$ cat config.mk
export PLATFORM = sky130hd
export DESIGN_NAME = banked_register_file_flat
export DESIGN_NICKNAME = d
export VERILOG_FILES = /design/src/rtl/banked_register_file_if.sv /design/src/rtl/banked_register_file.sv /design/src/flat_wrapper.sv
export SDC_FILE = /design/constraint.sdc
export NUM_CORES = 2
export LEC_CHECK = 0
export BUFFER_PORTS_ARGS = -buffer_cell sky130_fd_sc_hd__buf_2
export CORE_AREA = 2 2 260 236
export CTS_CLUSTER_DIAMETER = 60
export DETAILED_ROUTE_END_ITERATION = 8
export DIE_AREA = 0 0 262 238
export PLACE_DENSITY = 0.8
export SLEW_MARGIN = 30
export SYNTH_ARGS = -nofsm -noshare
export SYNTH_HDL_FRONTEND = slang
export SYNTH_SLANG_ARGS = --single-unit
$ cat constraint.sdc
create_clock -name clk_i -period 23 [get_ports clk_i]
set_clock_uncertainty 0.15 [all_clocks]
set_input_delay 3.45 -clock clk_i [delete_from_list [all_inputs] [get_ports clk_i]]
set_output_delay 3.45 -clock clk_i [all_outputs]
set_load 0.02 [all_outputs]
$ cat src/rtl/banked_register_file_if.sv
// Decode/writeback bus of the banked register file: read ports, write port,
// scoreboard claim and PC redirect.
interface banked_register_file_if #(
    parameter int DATA_W = 32,
    parameter int ADDR_W = 4,
    parameter int NUM_RD = 2
);
    logic [NUM_RD*ADDR_W-1:0] rd_addr_i;
    logic [NUM_RD*DATA_W-1:0] rd_data_o;
    logic [NUM_RD-1:0]        rd_busy_o;
    logic                     hold_i;
    logic [DATA_W-1:0]        pc_i;
    logic                     wr_en_i;
    logic [ADDR_W-1:0]        wr_addr_i;
    logic [DATA_W/8-1:0]      wr_be_i;
    logic [DATA_W-1:0]        wr_data_i;
    logic                     claim_en_i;
    logic [ADDR_W-1:0]        claim_addr_i;
    logic                     pc_wr_o;
    logic [DATA_W-1:0]        pc_wr_data_o;

    modport master (
        output rd_addr_i, hold_i, pc_i, wr_en_i, wr_addr_i, wr_be_i, wr_data_i,
               claim_en_i, claim_addr_i,
        input  rd_data_o, rd_busy_o, pc_wr_o, pc_wr_data_o
    );

    modport slave (
        input  rd_addr_i, hold_i, pc_i, wr_en_i, wr_addr_i, wr_be_i, wr_data_i,
               claim_en_i, claim_addr_i,
        output rd_data_o, rd_busy_o, pc_wr_o, pc_wr_data_o
    );
endinterface

$ cat src/rtl/banked_register_file.sv
// Parametrised register file: N registered read ports, byte-enabled write with
// optional bypass, PC-index aliasing/redirect and a pending-write scoreboard.
module banked_register_file #(
    parameter int DATA_W    = 32,
    parameter int ADDR_W    = 4,
    parameter int NUM_RD    = 2,
    parameter int PC_INDEX  = 15,
    parameter int PC_OFFSET = 8,
    parameter int FORWARD   = 1
) (
    input  logic                   clk_i,
    input  logic                   rst_i,
    banked_register_file_if.slave  bus
);
    localparam int DEPTH = 2**ADDR_W;
    localparam int NB    = DATA_W/8;
    localparam logic [ADDR_W-1:0] PC_A   = ADDR_W'(PC_INDEX);
    localparam logic [DATA_W-1:0] PC_OFF = DATA_W'(PC_OFFSET);

    logic [DATA_W-1:0]        r_mem [DEPTH];
    logic [DEPTH-1:0]         r_busy;
    logic [NUM_RD*DATA_W-1:0] r_rd_data;
    logic [NUM_RD-1:0]        r_rd_busy;
    logic                     r_pc_wr;
    logic [DATA_W-1:0]        r_pc_wr_data;

    logic [DEPTH-1:0]         w_busy_next;
    logic [DATA_W-1:0]        w_merged;
    logic [NUM_RD*DATA_W-1:0] w_rd_val;
    logic [NUM_RD-1:0]        w_rd_busy;
    logic                     w_wr_pc;

    assign w_wr_pc = bus.wr_en_i && (bus.wr_addr_i == PC_A);

    always_comb begin
        w_merged = r_mem[bus.wr_addr_i];
        for (int unsigned b = 0; b < NB; b++) begin
            if (bus.wr_be_i[b]) w_merged[b*8 +: 8] = bus.wr_data_i[b*8 +: 8];
        end
    end

    // Clear before set so a same-cycle claim wins over the write's release.
    always_comb begin
        w_busy_next = r_busy;
        if (bus.wr_en_i)    w_busy_next[bus.wr_addr_i]    = 1'b0;
        if (bus.claim_en_i) w_busy_next[bus.claim_addr_i] = 1'b1;
        w_busy_next[PC_A] = 1'b0;
    end

    always_comb begin
        w_rd_val  = '0;
        w_rd_busy = '0;
        for (int unsigned k = 0; k < NUM_RD; k++) begin
            w_rd_busy[k] = w_busy_next[bus.rd_addr_i[k*ADDR_W +: ADDR_W]];
            if (bus.rd_addr_i[k*ADDR_W +: ADDR_W] == PC_A)
                w_rd_val[k*DATA_W +: DATA_W] = bus.pc_i + PC_OFF;
            else if (FORWARD != 0 && bus.wr_en_i &&
                     bus.wr_addr_i == bus.rd_addr_i[k*ADDR_W +: ADDR_W])
                w_rd_val[k*DATA_W +: DATA_W] = w_merged;
            else
                w_rd_val[k*DATA_W +: DATA_W] = r_mem[bus.rd_addr_i[k*ADDR_W +: ADDR_W]];
        end
    end

    always_ff @(posedge clk_i or posedge rst_i) begin
        if (rst_i) begin
            for (int unsigned i = 0; i < DEPTH; i++) r_mem[i] <= '0;
            r_busy       <= '0;
            r_rd_data    <= '0;
            r_rd_busy    <= '0;
            r_pc_wr      <= 1'b0;
            r_pc_wr_data <= '0;
        end else begin
            r_busy  <= w_busy_next;
            r_pc_wr <= w_wr_pc;
            if (w_wr_pc) r_pc_wr_data <= bus.wr_data_i;
            if (bus.wr_en_i && !w_wr_pc) begin
                for (int unsigned b = 0; b < NB; b++) begin
                    if (bus.wr_be_i[b])
                        r_mem[bus.wr_addr_i][b*8 +: 8] <= bus.wr_data_i[b*8 +: 8];
                end
            end
            if (!bus.hold_i) begin
                r_rd_data <= w_rd_val;
                r_rd_busy <= w_rd_busy;
            end
        end
    end

    assign bus.rd_data_o    = r_rd_data;
    assign bus.rd_busy_o    = r_rd_busy;
    assign bus.pc_wr_o      = r_pc_wr;
    assign bus.pc_wr_data_o = r_pc_wr_data;
endmodule

$ cat src/flat_wrapper.sv
// flat-port wrapper written by rule: the top's interface ports become plain ports
module banked_register_file_flat 
#(
    parameter int DATA_W    = 32,
    parameter int ADDR_W    = 4,
    parameter int NUM_RD    = 2,
    parameter int PC_INDEX  = 15,
    parameter int PC_OFFSET = 8,
    parameter int FORWARD   = 1
)
  (clk_i, rst_i, bus_rd_addr_i, bus_hold_i, bus_pc_i, bus_wr_en_i, bus_wr_addr_i, bus_wr_be_i, bus_wr_data_i, bus_claim_en_i, bus_claim_addr_i, bus_rd_data_o, bus_rd_busy_o, bus_pc_wr_o, bus_pc_wr_data_o);
  banked_register_file_if #(.DATA_W(DATA_W), .ADDR_W(ADDR_W), .NUM_RD(NUM_RD)) bus_i ();
  input  logic clk_i;
  input  logic rst_i;
  input wire logic [$bits(bus_i.rd_addr_i)-1:0] bus_rd_addr_i;
  input wire logic [$bits(bus_i.hold_i)-1:0] bus_hold_i;
  input wire logic [$bits(bus_i.pc_i)-1:0] bus_pc_i;
  input wire logic [$bits(bus_i.wr_en_i)-1:0] bus_wr_en_i;
  input wire logic [$bits(bus_i.wr_addr_i)-1:0] bus_wr_addr_i;
  input wire logic [$bits(bus_i.wr_be_i)-1:0] bus_wr_be_i;
  input wire logic [$bits(bus_i.wr_data_i)-1:0] bus_wr_data_i;
  input wire logic [$bits(bus_i.claim_en_i)-1:0] bus_claim_en_i;
  input wire logic [$bits(bus_i.claim_addr_i)-1:0] bus_claim_addr_i;
  output wire logic [$bits(bus_i.rd_data_o)-1:0] bus_rd_data_o;
  output wire logic [$bits(bus_i.rd_busy_o)-1:0] bus_rd_busy_o;
  output wire logic [$bits(bus_i.pc_wr_o)-1:0] bus_pc_wr_o;
  output wire logic [$bits(bus_i.pc_wr_data_o)-1:0] bus_pc_wr_data_o;
  assign bus_i.rd_addr_i = bus_rd_addr_i;
  assign bus_i.hold_i = bus_hold_i;
  assign bus_i.pc_i = bus_pc_i;
  assign bus_i.wr_en_i = bus_wr_en_i;
  assign bus_i.wr_addr_i = bus_wr_addr_i;
  assign bus_i.wr_be_i = bus_wr_be_i;
  assign bus_i.wr_data_i = bus_wr_data_i;
  assign bus_i.claim_en_i = bus_claim_en_i;
  assign bus_i.claim_addr_i = bus_claim_addr_i;
  assign bus_rd_data_o = bus_i.rd_data_o;
  assign bus_rd_busy_o = bus_i.rd_busy_o;
  assign bus_pc_wr_o = bus_i.pc_wr_o;
  assign bus_pc_wr_data_o = bus_i.pc_wr_data_o;
  banked_register_file #(.DATA_W(DATA_W), .ADDR_W(ADDR_W), .NUM_RD(NUM_RD), .PC_INDEX(PC_INDEX), .PC_OFFSET(PC_OFFSET), .FORWARD(FORWARD)) u_core (.clk_i(clk_i), .rst_i(rst_i), .bus(bus_i));
endmodule
==> parameters.txt <==
Parameter                              Value

Detailed routing
  Uppermost routed layer    met5
  Wire length reported by the detailed router    116000 microns
  Via count    27700
  Met2 wire length    51700 microns
  Vias per Instance    roughly 7.6
  DRT met1 WL    40100 microns
  Post-detailed-route DRC marker count    0
  Post-DRT Antenna Nets    0
  Number of iterations in the first detailed-routing pass    8
  Routed wirelength normalized by instance count    32.0 microns
  Initial DRC count    4327
  Met3 routed WL    16700 microns

Critical path
  Register-to-register setup slack    20670 ps
  Cell type of the slowest stage on the worst timing path    sky130_fd_sc_hd__clkinv_2
  Startpoint types    input port
  CP Max Fanout    51
  Beginning of the worst register-to-register path    u_core.r_mem[451]
  Data arrival time of the worst path    7390 ps
  Delay of the slowest cell on the worst path    1010 ps
  Reg2Reg Depth    6
  Worst reg2reg path endpoint    u_core.bus.rd_data_o[35]
  Cells along the critical path    buf_2, buf_4, clkinv_2, buf_4, nand2_1, nor2_1, nand2_1, mux2_2
  CP endpoint kind    flip-flop
  Startpoint-to-endpoint class of the critical path    input port to flip-flop
  Worst setup startpoint    bus_wr_addr_i[2]
  Worst Path Required    between 20000 and 25000 ps

Finish
  Fraction of the core area covered by cells at the end of the flow    between 60% and 70%
  Share of layout cells above drive strength 1    a little over two fifths
  Area growth from synthesis to layout    9.99%
  Reg area    approximately 16000 sq um
  Nets    between 2000 and 3000
  Multi-input combinational cell area    19800 sq um
  Number of filler cells placed in the layout    around 4000
  Number of cells in the finished layout apart from fillers    between 3000 and 4000

Floorplan
  Number of cell rows    85
  Full die area    62400 sq um
  Initial cell density of the core    61.6%
  Vertical die dimension    238 microns
  Core area    59600 sq um
  Width of the chip    262 microns
  Number of top-level design ports    188

Logic synthesis
  Top post-synthesis cells by count    sky130_fd_sc_hd__dfrtp_1, sky130_fd_sc_hd__mux4_2, sky130_fd_sc_hd__mux2_2
  Ys flop type    sky130_fd_sc_hd__dfrtp_1
  Flip-flop and latch count after synthesis    626
  Net count after synthesis    2841
  Area share of the leading cell type in the synthesized netlist    42.7%
  Number of flops mapped to enable cells by yosys    0
  Summed instance area of the synthesized netlist    36700 sq um
  Fraction of registers with async set/reset    100%
  Most repeated cell in the gate-level netlist after synthesis    sky130_fd_sc_hd__dfrtp_1
  Synthesized area divided by synthesized cell count    13.3 sq um
  Number of library cell types mapped by synthesis    65
  Yosys Warn Count    0
  Synth area leader    sky130_fd_sc_hd__dfrtp_1
  Cell types occupying the most area after synthesis    sky130_fd_sc_hd__dfrtp_1, sky130_fd_sc_hd__mux4_2, sky130_fd_sc_hd__mux2_2, sky130_fd_sc_hd__nand2_1, sky130_fd_sc_hd__o21ai_0
  Post-synthesis sequential area ratio    42.7%
  Mapped Cells    2751

Clocking
  Number of CTS-inserted buffers    71
  Hold Buf Count CTS    0
  Post_cts resized    0
  Clock-pin slew reported for the worst setup and hold paths after clock tree synthesis    60 ps
  Number of levels in the clock H-tree    3
  Number of buffers between clock root and the deepest sink    3
  Skew-Pair Late Insertion Delay    ~640 ps
  Setup bufs post-CTS    0
  Count of clock tree sinks    ~630
  CTS tree    yes
  Clock tree root driver cell    sky130_fd_sc_hd__clkbuf_16

STA
  Final worst path period share    30.6%
  Total negative slack for setup checks    0 ps
  Unrepaired setup endpoints after global routing    no
  Final count of hold timing violations    0
  Worst slew margin    a little over a quarter
  Shortest clock period the worst path allows after layout    approximately 7000 ps
  Transition at the pin with the smallest max-transition slack    1100 ps
  Top achievable clock speed    around 140 MHz
  Number of slew-limit violations in the final report    0
  Worst Hold Margin    265 ps
  Number of failing setup endpoints in the final timing report    0

Power and ir drop
  Switching part of the total    slightly below 30%
  Design Power    0.00354 W
  Share of total power in sequential cells    42.6%
  Peak ir drop on the vdd network    0.0463 mV
  Psw    0.00105 W
  Cell internal pwr    0.00249 W
  Power per standard cell area    87.8 nW/um^2
  Static Leakage    17.2 nW
  Proportion of power drawn by combinational gates    23.0%
  Clock share of power    34.4%

Worst hold path
  Worst min-delay path endpoint    u_core.r_mem[22]
  Launch point of the worst hold path    u_core.r_mem[22]
  Hold path depth    0
  Worst min-delay path category    flip-flop to flip-flop

Global route
  Vias in the first global route    around 28000
  Initial antenna violation count    3
  Wire length of the first global-routing pass    173000 microns
  Maximum number of pins on one net before global-route repair    174
  Global route overflow    0
  Overall fraction of global-route tracks in use    37.8%

Placed design
  Placed instance count    approximately 3500
  HPWL after detailed placement    about 70000 microns
  RePlAce Congestion    0.945
  Quantity of I/O buffers inserted on ports    about 190

Job
  Total of max-cap violations    0

Status
  Run status    complete, no violations
==> state kept, by name, summed over array words and instances (netlist names) <==
signal and flops:
u_core.r_mem 512, u_core.bus.rd_data_o 64, u_core.bus.pc_wr_data_o 32, u_core.r_busy 15, u_core.bus.rd_busy_o 2, u_core.bus.pc_wr_o 1
==> layout make-up <==
class	count	share of cell area, %
well taps	783	2.43
clock buffers	105	5.33
clock inverters	22	0.849
flip-flops and latches	626	38.8
repair buffers	222	3.22
inverters	25	0.254
multi-input cells	1846	49.1
diodes	4	0.0248
==> metal layers <==
| metal | vias to the layer above | track usage, % |
|---|---|---|
| met5 | - | 0 |
| met1 | 14000 | 49.2 |
| met3 | 575 | 14.1 |
| met4 | 2 | 21.9 |
| met2 | 2378 | 54.8 |
| li1 | 10800 | - |
==> worst max path at each step <==
stage	to	slack, ps	cells after the start
final	u_core.r_mem[233]	15970	8
after floorplan	u_core.bus.pc_wr_data_o[0]	1870	1
after global routing	u_core.bus.rd_data_o[36]	15900	9
after global placement	u_core.bus.rd_data_o[37]	15610	9
after CTS	u_core.bus.rd_data_o[36]	16090	9
after detailed placement	u_core.bus.rd_data_o[36]	15460	9
==> critical path: cells and delay by family <==
kind	cells	cell delay, ps
buf+inv	4	2490
simple gates	3	1000
mux	1	410
==> through the flow <==
step | worst slack, ps | area, sq um
after CTS | 16090 | 40300
after global routing | 15900 | 40300
after detailed placement | 15460 | 37800
after global placement | 15610 | 37800
after floorplan | 1870 | 36700
final | 15970 | 40400
==> layout by cell type, fill, tap and decap left out, drive strengths merged, types with 41 or more instances in the layout <==
cell type    n
mux4       405
nand2      306
clkbuf     107
buf        220
dfrtp      626
nor2        44
mux2i       76
mux2       394
o21ai      203
a211oi      41
==> power by group through the flow <==
stage | Combinational, W | Clock (W) | Sequential [W]
after detailed placement | 0.000798 | 0 | 0.00151
final | 0.000815 | 0.00122 | 0.00151
after global routing | 0.000864 | 0.00127 | 0.00153
after floorplan | 0.000587 | 0 | 0.00149
after CTS | 0.000806 | 0.00122 | 0.00150
after global placement | 0.000768 | 0 | 0.00149
==> logic make-up after synthesis <==
group | synth area share [%]
xor+xnor | 0.883
compound gates | 7.65
simple gates | 6.26
mux | 39.0
flops | 42.7
buf+inv | 3.45
fa+ha+maj | 0.0341
Power figures use the tool's default switching activity.
